[src/rtl/sram_bitline_ctrl.sv]
// Array-side sequencer for a differential 6T SRAM: precharge, wordline and
// bitline-pair drive per access, with read data captured from the sense lines.
module sram_bitline_ctrl #(
  parameter int ADDR_W    = 4,
  parameter int DATA_W    = 8,
  parameter int PRECH_CYC = 2,
  parameter int WL_CYC    = 2
) (
  input  logic                  clk,
  input  logic                  reset,
  input  logic                  req,
  input  logic                  we,
  input  logic [ADDR_W-1:0]     addr,
  input  logic [DATA_W-1:0]     wdata,
  output logic                  ready,
  output logic                  done,
  output logic [DATA_W-1:0]     rdata,
  output logic [2**ADDR_W-1:0]  wl,
  output logic [2*DATA_W-1:0]   bl,
  output logic                  bl_oe,
  output logic                  precharge,
  input  logic [DATA_W-1:0]     sense_in
);

  localparam int ROWS = 2**ADDR_W;
  localparam int MAXC = (PRECH_CYC > WL_CYC) ? PRECH_CYC : WL_CYC;
  localparam int CW   = $clog2(MAXC + 1);

  typedef enum logic [2:0] {
    IDLE, PRECH, ACCESS, RECOVER, DONE
  } state_t;

  state_t              state_q;
  logic [CW-1:0]       cnt_q;
  logic                we_q;
  logic [ADDR_W-1:0]   addr_q;
  logic [DATA_W-1:0]   rdata_q;
  logic [ROWS-1:0]     wl_q;
  logic [2*DATA_W-1:0] bl_q;
  logic                bl_oe_q;
  logic                prech_q;
  logic                done_q;
  logic [2*DATA_W-1:0] bl_d;

  // Each column pair carries true on the even line, complement on the odd.
  always_comb begin
    bl_d = '0;
    for (int k = 0; k < DATA_W; k++) begin
      bl_d[2*k]   = wdata[k];
      bl_d[2*k+1] = ~wdata[k];
    end
  end

  always_ff @(posedge clk or posedge reset) begin
    if (reset) begin
      state_q <= IDLE;
      cnt_q   <= '0;
      we_q    <= 1'b0;
      addr_q  <= '0;
      rdata_q <= '0;
      wl_q    <= '0;
      bl_q    <= '0;
      bl_oe_q <= 1'b0;
      prech_q <= 1'b0;
      done_q  <= 1'b0;
    end else begin
      done_q <= 1'b0;
      unique case (state_q)
        IDLE: begin
          if (req) begin
            we_q   <= we;
            addr_q <= addr;
            if (we) begin
              state_q <= ACCESS;
              cnt_q   <= CW'(WL_CYC - 1);
              wl_q    <= ROWS'(1) << addr;
              bl_q    <= bl_d;
              bl_oe_q <= 1'b1;
            end else begin
              state_q <= PRECH;
              cnt_q   <= CW'(PRECH_CYC - 1);
              prech_q <= 1'b1;
            end
          end
        end
        PRECH: begin
          if (cnt_q == '0) begin
            state_q <= ACCESS;
            cnt_q   <= CW'(WL_CYC - 1);
            prech_q <= 1'b0;
            wl_q    <= ROWS'(1) << addr_q;
          end else begin
            cnt_q <= cnt_q - 1'b1;
          end
        end
        ACCESS: begin
          if (cnt_q == '0) begin
            wl_q  <= '0;
            cnt_q <= '0;
            if (we_q) begin
              state_q <= RECOVER;
            end else begin
              state_q <= DONE;
              rdata_q <= sense_in;
              done_q  <= 1'b1;
            end
          end else begin
            cnt_q <= cnt_q - 1'b1;
          end
        end
        // Drivers outlive the wordline by one cycle.
        RECOVER: begin
          state_q <= DONE;
          bl_oe_q <= 1'b0;
          bl_q    <= '0;
          done_q  <= 1'b1;
        end
        DONE: begin
          state_q <= IDLE;
        end
        default: begin
          state_q <= IDLE;
        end
      endcase
    end
  end

  assign ready     = (state_q == IDLE) && !reset;
  assign done      = done_q;
  assign rdata     = rdata_q;
  assign wl        = wl_q;
  assign bl        = bl_q;
  assign bl_oe     = bl_oe_q;
  assign precharge = prech_q;

endmodule

[config.mk]
export PLATFORM = sky130hd
export DESIGN_NAME = sram_bitline_ctrl
export DESIGN_NICKNAME = d
export VERILOG_FILES = /design/src/rtl/sram_bitline_ctrl.sv
export SDC_FILE = /design/constraint.sdc
export NUM_CORES = 1
export LEC_CHECK = 0
export BUFFER_PORTS_ARGS = -buffer_cell sky130_fd_sc_hd__buf_2
export CAP_MARGIN = 30
export CELL_PAD_IN_SITES_DETAIL_PLACEMENT = 1
export CELL_PAD_IN_SITES_GLOBAL_PLACEMENT = 1
export CORE_ASPECT_RATIO = 0.6
export CORE_MARGIN = 2
export CORE_UTILIZATION = 40
export DETAILED_ROUTE_END_ITERATION = 8
export PLACE_DENSITY_LB_ADDON = 0.1
export SLEW_MARGIN = 20
export SYNTH_ARGS = -nofsm -noshare
export SYNTH_HDL_FRONTEND = slang
export SYNTH_SLANG_ARGS = --single-unit
[constraint.sdc]
create_clock -name clk -period 3.8 [get_ports clk]
set_input_delay 0 -clock clk [delete_from_list [all_inputs] [get_ports clk]]
set_output_delay 0 -clock clk [all_outputs]
set_load 0.03 [all_outputs]
==> qor.txt, run 1 <==
status -> finished clean
final setup margin -> 1.47 ns
Max Cap Violations -> 0
#FFs+latches synth -> 53
pre-CTS setup slack -> 1.48 ns
number of top-level pins -> 68
Yosys top cell by area -> dfrtp_1
final setup fails -> 0
ant diodes -> 0
CTS Buffer Depth -> 2
Hold Vio Cnt, Final -> 0
Peak VDD IR -> 416 µV
Tmin final -> 2.33 ns
Setup crit end kind -> flop
largest net degree at the start of global routing -> 42
Post-synth EDFFs -> 0
largest family of logic cells by synthesized area -> compound AO/OA/AOI/OAI gates
relative slew slack -> 42.5%
Root Buffer -> clkbuf_8
post-synthesis async set-or-reset flop share -> 100%
Reg clk slew, reported paths -> 0.10 ns
GRT Residual Overflow -> 0
die area -> 6580 µm²
Max Fclk -> 429 MHz
register area share after synthesis -> 56.0%
Synth Cell Area -> 2370 µm²
PortBufs -> 67
adder-cell share of the synthesized area -> 0%
share of cells above drive strength 1 -> 38.2%
worst slew pin tran -> 0.861 ns
DIE HEIGHT -> 63.6 µm
first-pass GRT wire length -> 10.0 mm
final wirelength -> 6.05 mm
Worst path slowest cell -> dfrtp_1
Pwr Total -> 2640 µW
row cnt -> 21
clk_skew -> 0.00714 ns
synth top area cells -> dfrtp_1 (56%), mux2_2 (6.2%), a22o_1 (5.9%)
synth warn -> 0
routed vias/inst -> 5.05
clock sink count -> 53
hold buffers post-CTS -> 19
vias in the first global route -> 1898
Post-layout nets -> 311
ys flop type -> dfrtp_1
DRT antenna net count -> 0
Cells after Synth -> 201
post-route core utilization -> 53.9%
Die Wd -> 103 µm
Yosys cell types -> 46
Crit Path Category -> reg2reg
worst hold path class -> in2reg
router iterations before antenna repair -> 4
CP required -> 4.03 ns
antenna violations before repair -> 0
Post-Synth XOR/XNOR Area -> 0.370%
Area Overhead vs Synth -> 28.5%
H-tree lvl count -> 2
Initial Util -> 41.9%
Avg Synthesized Cell Area -> 11.8 µm²
RePlAce Congestion -> 0.739
later-pin clock latency in the skew report -> 0.31 ns
final period utilization -> 61.4%
Crit Path Max Fanout -> 23
core box area -> 5650 µm²
initial DRC count -> 101
Setup TNS -> 0 ns
wire length per cell -> 16.4 µm
TritonCTS clock tree -> yes
final slew viol count -> 0
Syn Nets -> 225
Worst setup SP type -> flop
CP max stage delay -> 0.80 ns
Leak -> 0.00146 µW
Synth Area in Compound Gates -> 18.4%
setup bufs post-CTS -> 0
Gates resized, CTS repair -> 0
DRC -> 0
DP HPWL -> 4.19 mm
post-synthesis mux area share -> 6.60%
RSZ-0062 raised after global routing -> false
via count -> 1860
pwr dens -> 867 nW/µm²
arrival time worst endpoint -> 2.56 ns
total CTS buffers -> 5
share of the synthesized area in the top cell type -> 56.0%
Tot GR Track Use -> 19.8%
crit-path cells -> and3b_1, o311ai_2, buf_4, nand2_1, o21ai_1
simple-gate share of the synthesized area -> 14.7%
synth_stat cells (4+ instances only):
library cell  instances
nand2_1              25
o21ai_1               6
inv_1                 4
buf_4                 4
dfrtp_1              53
nor2_1                4
o21ai_2               4
mux2_2               13
o21ai_0              17
a22o_1               16
worst max-delay path: cells and delay by family (launching register included):
kind	cells	cell delay [ns]
DFF	1	0.80
and+or+nand+nor	2	0.32
buffers and inverters	1	0.30
AOI/OAI and AO/OA	2	0.83
per-stage QoR:
stage / hold slack (ns) / area (µm²) / std cells
2_1_floorplan: 0.0947 / 2370 / 201
3_3_place_gp: -0.0233 / 2770 / 341
3_5_place_dp: -0.0226 / 2770 / 341
4_1_cts: 0.00510 / 3050 / 368
5_1_grt: 0.0210 / 3050 / 368
6_report: 0.0112 / 3050 / 368
state kept, by name, indices dropped and copies added, names as in the netlist:
register	count
addr_q	4
bl	16
bl_oe	1
cnt_q	2
done	1
precharge	1
rdata	8
state_q	3
we_q	1
wl	16
cell families after synthesis:
group,after synthesis
AO/OA/AOI/OAI,60
AND/OR/NAND/NOR,57
flip-flops,53
buffers and inverters,16
multiplexers,14
XOR/XNOR,1
layer usage:
layer	vias up	GRT usage [%]	wire [µm]
met4	0	3.95	39
met2	43	26.8	2460
met3	7	6.22	331
met1	908	30.7	3220
li1	902	-	-
met5	-	0	0
worst paths after layout:
check	from	to	slack [ns]	cells after the start
min in group asynchronous	reset	state_q[2]	0.19	3
worst min-delay path	addr[1]	addr_q[1]	0.01	2
worst max-delay path	state_q[0]	wl[2]	1.47	5
max in group asynchronous	reset	addr_q[0]	2.81	4
worst min register to register	wl[12]	wl[12]	0.48	2
worst max register to register	state_q[0]	wl[2]	1.47	5
cells in the final DEF, fill, tap and decap left out, drive strengths merged, types with 3 or more instances in the layout:
cell / instances
a21oi: 3
a22o: 16
buf: 71
clkbuf: 6
dfrtp: 53
dlygate4sd3: 19
inv: 5
mux2: 13
nand2: 25
nor2: 4
nor3: 5
nor3b: 3
nor4b: 3
o21a: 3
o21ai: 28
power by group:
part / total [µW] / switching, µW / internal [µW]
Combinational: 1300 / 828 / 472
Sequential: 1020 / 228 / 797
Clock: 316 / 186 / 130
final cells by class:
cell class                      count  area, µm²
Fill cell                         648       2600
Tap cell                           80        100
Multi-Input combinational cell    132        957
Clock buffer                        6       72.6
Clock inverter                      2       15.0
Sequential cell                    53       1330
Inverter                            5       18.8
Timing Repair Buffer               90        556
No activity file was read; power rests on OpenSTA's default activity.
==> inputs of run 2 (changes only) <==
Clock period 3.8 ns to 2.3 ns, I/O delays scaled along.
==> run 2 against run 1 <==
Effect of this change:
- final area up 1.6%
- clock skew down 0.00084 ns
- sequential share of layout area down 0.69 points
- sequential cell count unchanged
- core utilization up 0.86 points
- hold slack worse by 0.0021 ns
- wire length down 0.36%
- clock-buffer cell count unchanged
- non-clock buffer count up 5
- final cell count up 1.4%
- via count up 2.1%
- maximum frequency up 23%
- critical path type unchanged
- critical endpoint is now wl[6]
- largest power group unchanged
==> qor.txt, run 2 (synthesis gave the netlist of run 1 again) <==
status -> finished clean
final period utilization -> 82.6% (+21 points)
CTS Buffer Depth -> 2 (unchanged)
clk_skew -> 0.00630 ns (-0.000837 ns)
min-delay src -> addr[1]
GRT Residual Overflow -> 0 (unchanged)
Leak -> 0.00149 µW (+2.6%)
r2r endpoint -> wl[6]
RSZ-0062 raised after global routing -> false
final slew viol count -> 0 (unchanged)
arrival time worst endpoint -> 2.13 ns (-0.43 ns)
GR Layer Usage met1 -> 31.0% (+0.29 points)
Reg-to-Reg Start -> state_q[0]
hold buffers post-CTS -> 20 (+1)
total CTS buffers -> 5 (unchanged)
setup bufs post-CTS -> 0 (unchanged)
later-pin clock latency in the skew report -> 0.31 ns (about the same)
die area -> 6580 µm² (unchanged)
Max Cap Violations -> 0 (unchanged)
CP required -> 2.53 ns (-1.50 ns)
router iterations before antenna repair -> 4 (unchanged)
DP HPWL -> 4.31 mm (+2.9%)
Setup crit end kind -> flop
initial DRC count -> 66 (-35%)
Worst setup SP type -> flop
delay-heaviest family, CP -> simple AND/OR/NAND/NOR gates
Placed Instance Area -> 2800 µm² (+1.1%)
Setup TNS -> 0 ns (unchanged)
via count -> 1899 (+2.1%)
RePlAce Congestion -> 0.788 (+6.6%)
clock sink count -> 53 (unchanged)
Crit Path Category -> reg2reg
Die Wd -> 103 µm (unchanged)
Post-layout nets -> 316 (+1.6%)
Reg clk slew, reported paths -> 0.10 ns (about the same)
DP Cell Count -> 345 (+1.2%)
Design Area, Final -> 3090 µm² (+1.6%)
core box area -> 5650 µm² (unchanged)
most common cell after layout, fill and taps aside -> buf_2
WP buf/inv -> 1 (unchanged)
commonest non-fill, non-tap cells in the layout -> buf_2 (67), dfrtp_1 (53), nand2_1 (25)
hold path cells -> 2 (unchanged)
Hold Vio Cnt, Final -> 0 (unchanged)
row cnt -> 21 (unchanged)
post-route core utilization -> 54.8% (+0.86 points)
met2 Use GR -> 28.0% (+1.2 points)
pwr dens -> 1430 nW/µm² (+65%)
worst hold path class -> in2reg
first-pass GRT wire length -> 10.1 mm (+0.76%)
Initial Util -> 41.9% (unchanged)
Final Non-Filler Cells -> 373 (+1.4%)
Max Fclk -> 526 MHz (+23%)
Area Overhead vs Synth -> 30.6%
DIE HEIGHT -> 63.6 µm (unchanged)
share of cells above drive strength 1 -> 39.2% (+1.1 points)
CP max stage delay -> 0.49 ns (-0.31 ns)
Worst path slowest cell -> dfrtp_1
largest net degree at the start of global routing -> 23 (-45%)
ant diodes -> 0 (unchanged)
TritonCTS clock tree -> yes
worst hold endpoint -> addr_q[1]
antenna violations before repair -> 0 (unchanged)
final wirelength -> 6.03 mm (-0.36%)
routed vias/inst -> 5.09 (+0.73%)
Most Crowded Layer GR -> met1
number of top-level pins -> 68 (unchanged)
Peak VDD IR -> 610 µV (+47%)
vias in the first global route -> 1994 (+5.1%)
relative slew slack -> 63.5% (+21 points)
Tot GR Track Use -> 20.0% (+0.21 points)
Gates resized, CTS repair -> 0 (unchanged)
wire length per cell -> 16.2 µm (-1.7%)
DRC -> 0 (unchanged)
PortBufs -> 67 (unchanged)
H-tree lvl count -> 2 (unchanged)
GR Layer Usage met3 -> 5.66% (-0.55 points)
crit-path cells -> buf_4, nor3b_1, o311ai_2, or3_4, o21ai_1
worst slew pin tran -> 0.546 ns (-0.315 ns)
Root Buffer -> clkbuf_8
Crit Path Max Fanout -> 15 (-35%)
final setup fails -> 0 (unchanged)
Tmin final -> 1.90 ns (-0.432 ns)
DRT antenna net count -> 0 (unchanged)
R2R Setup Slk -> 0.40 ns (-1.07 ns)
Reg2Reg Depth -> 5 (unchanged)
## run 2: cell type report
type,instances,area [µm²]
fillers,613,2550
well taps,80,100
clock inverters,2,13.8
flip-flops and latches,53,1330
repair buffers,95,596
clock buffers,6,82.6
multi-input cells,132,957
inverters,5,18.8
## run 2: worst max path at each step
| stage | cells after the start | slack (ns) | end | from |
|---|---|---|---|---|
| finish | 5 | 0.40 | wl[6] | state_q[0] |
| global route | 5 | 0.18 | wl[6] | state_q[0] |
| CTS | 5 | 0.40 | wl[6] | state_q[0] |
| detailed placement | 5 | 0.42 | wl[6] | state_q[0] |
| global placement | 5 | 0.45 | wl[14] | state_q[0] |
| floorplan | 3 | 0.48 | ready | state_q[1] |
## run 2: metal layers
layer  wire length [µm]  part of all wire (%)
met3                343                   5.7
met5                  0                     0
met2               2480                    41
met1               3180                    53
met4                 21                  0.35
## run 2: power breakdown
part,switching [µW],internal (µW),total (µW)
sequential,314,1320,1630
combinational,1430,818,2250
clock,313,245,558
total,2060,2380,4440
## run 2: metrics by stage
step | hold WS, ns | power, µW | worst slack [ns]
final | 0.00912 | 4440 | 0.399
after global routing | 0.0141 | 4740 | 0.177
after CTS | 0.00106 | 4470 | 0.402
after detailed placement | 0.0509 | 3870 | 0.422
after global placement | 0.0533 | 3840 | 0.450
after floorplan | 0.0947 | 3260 | 0.480
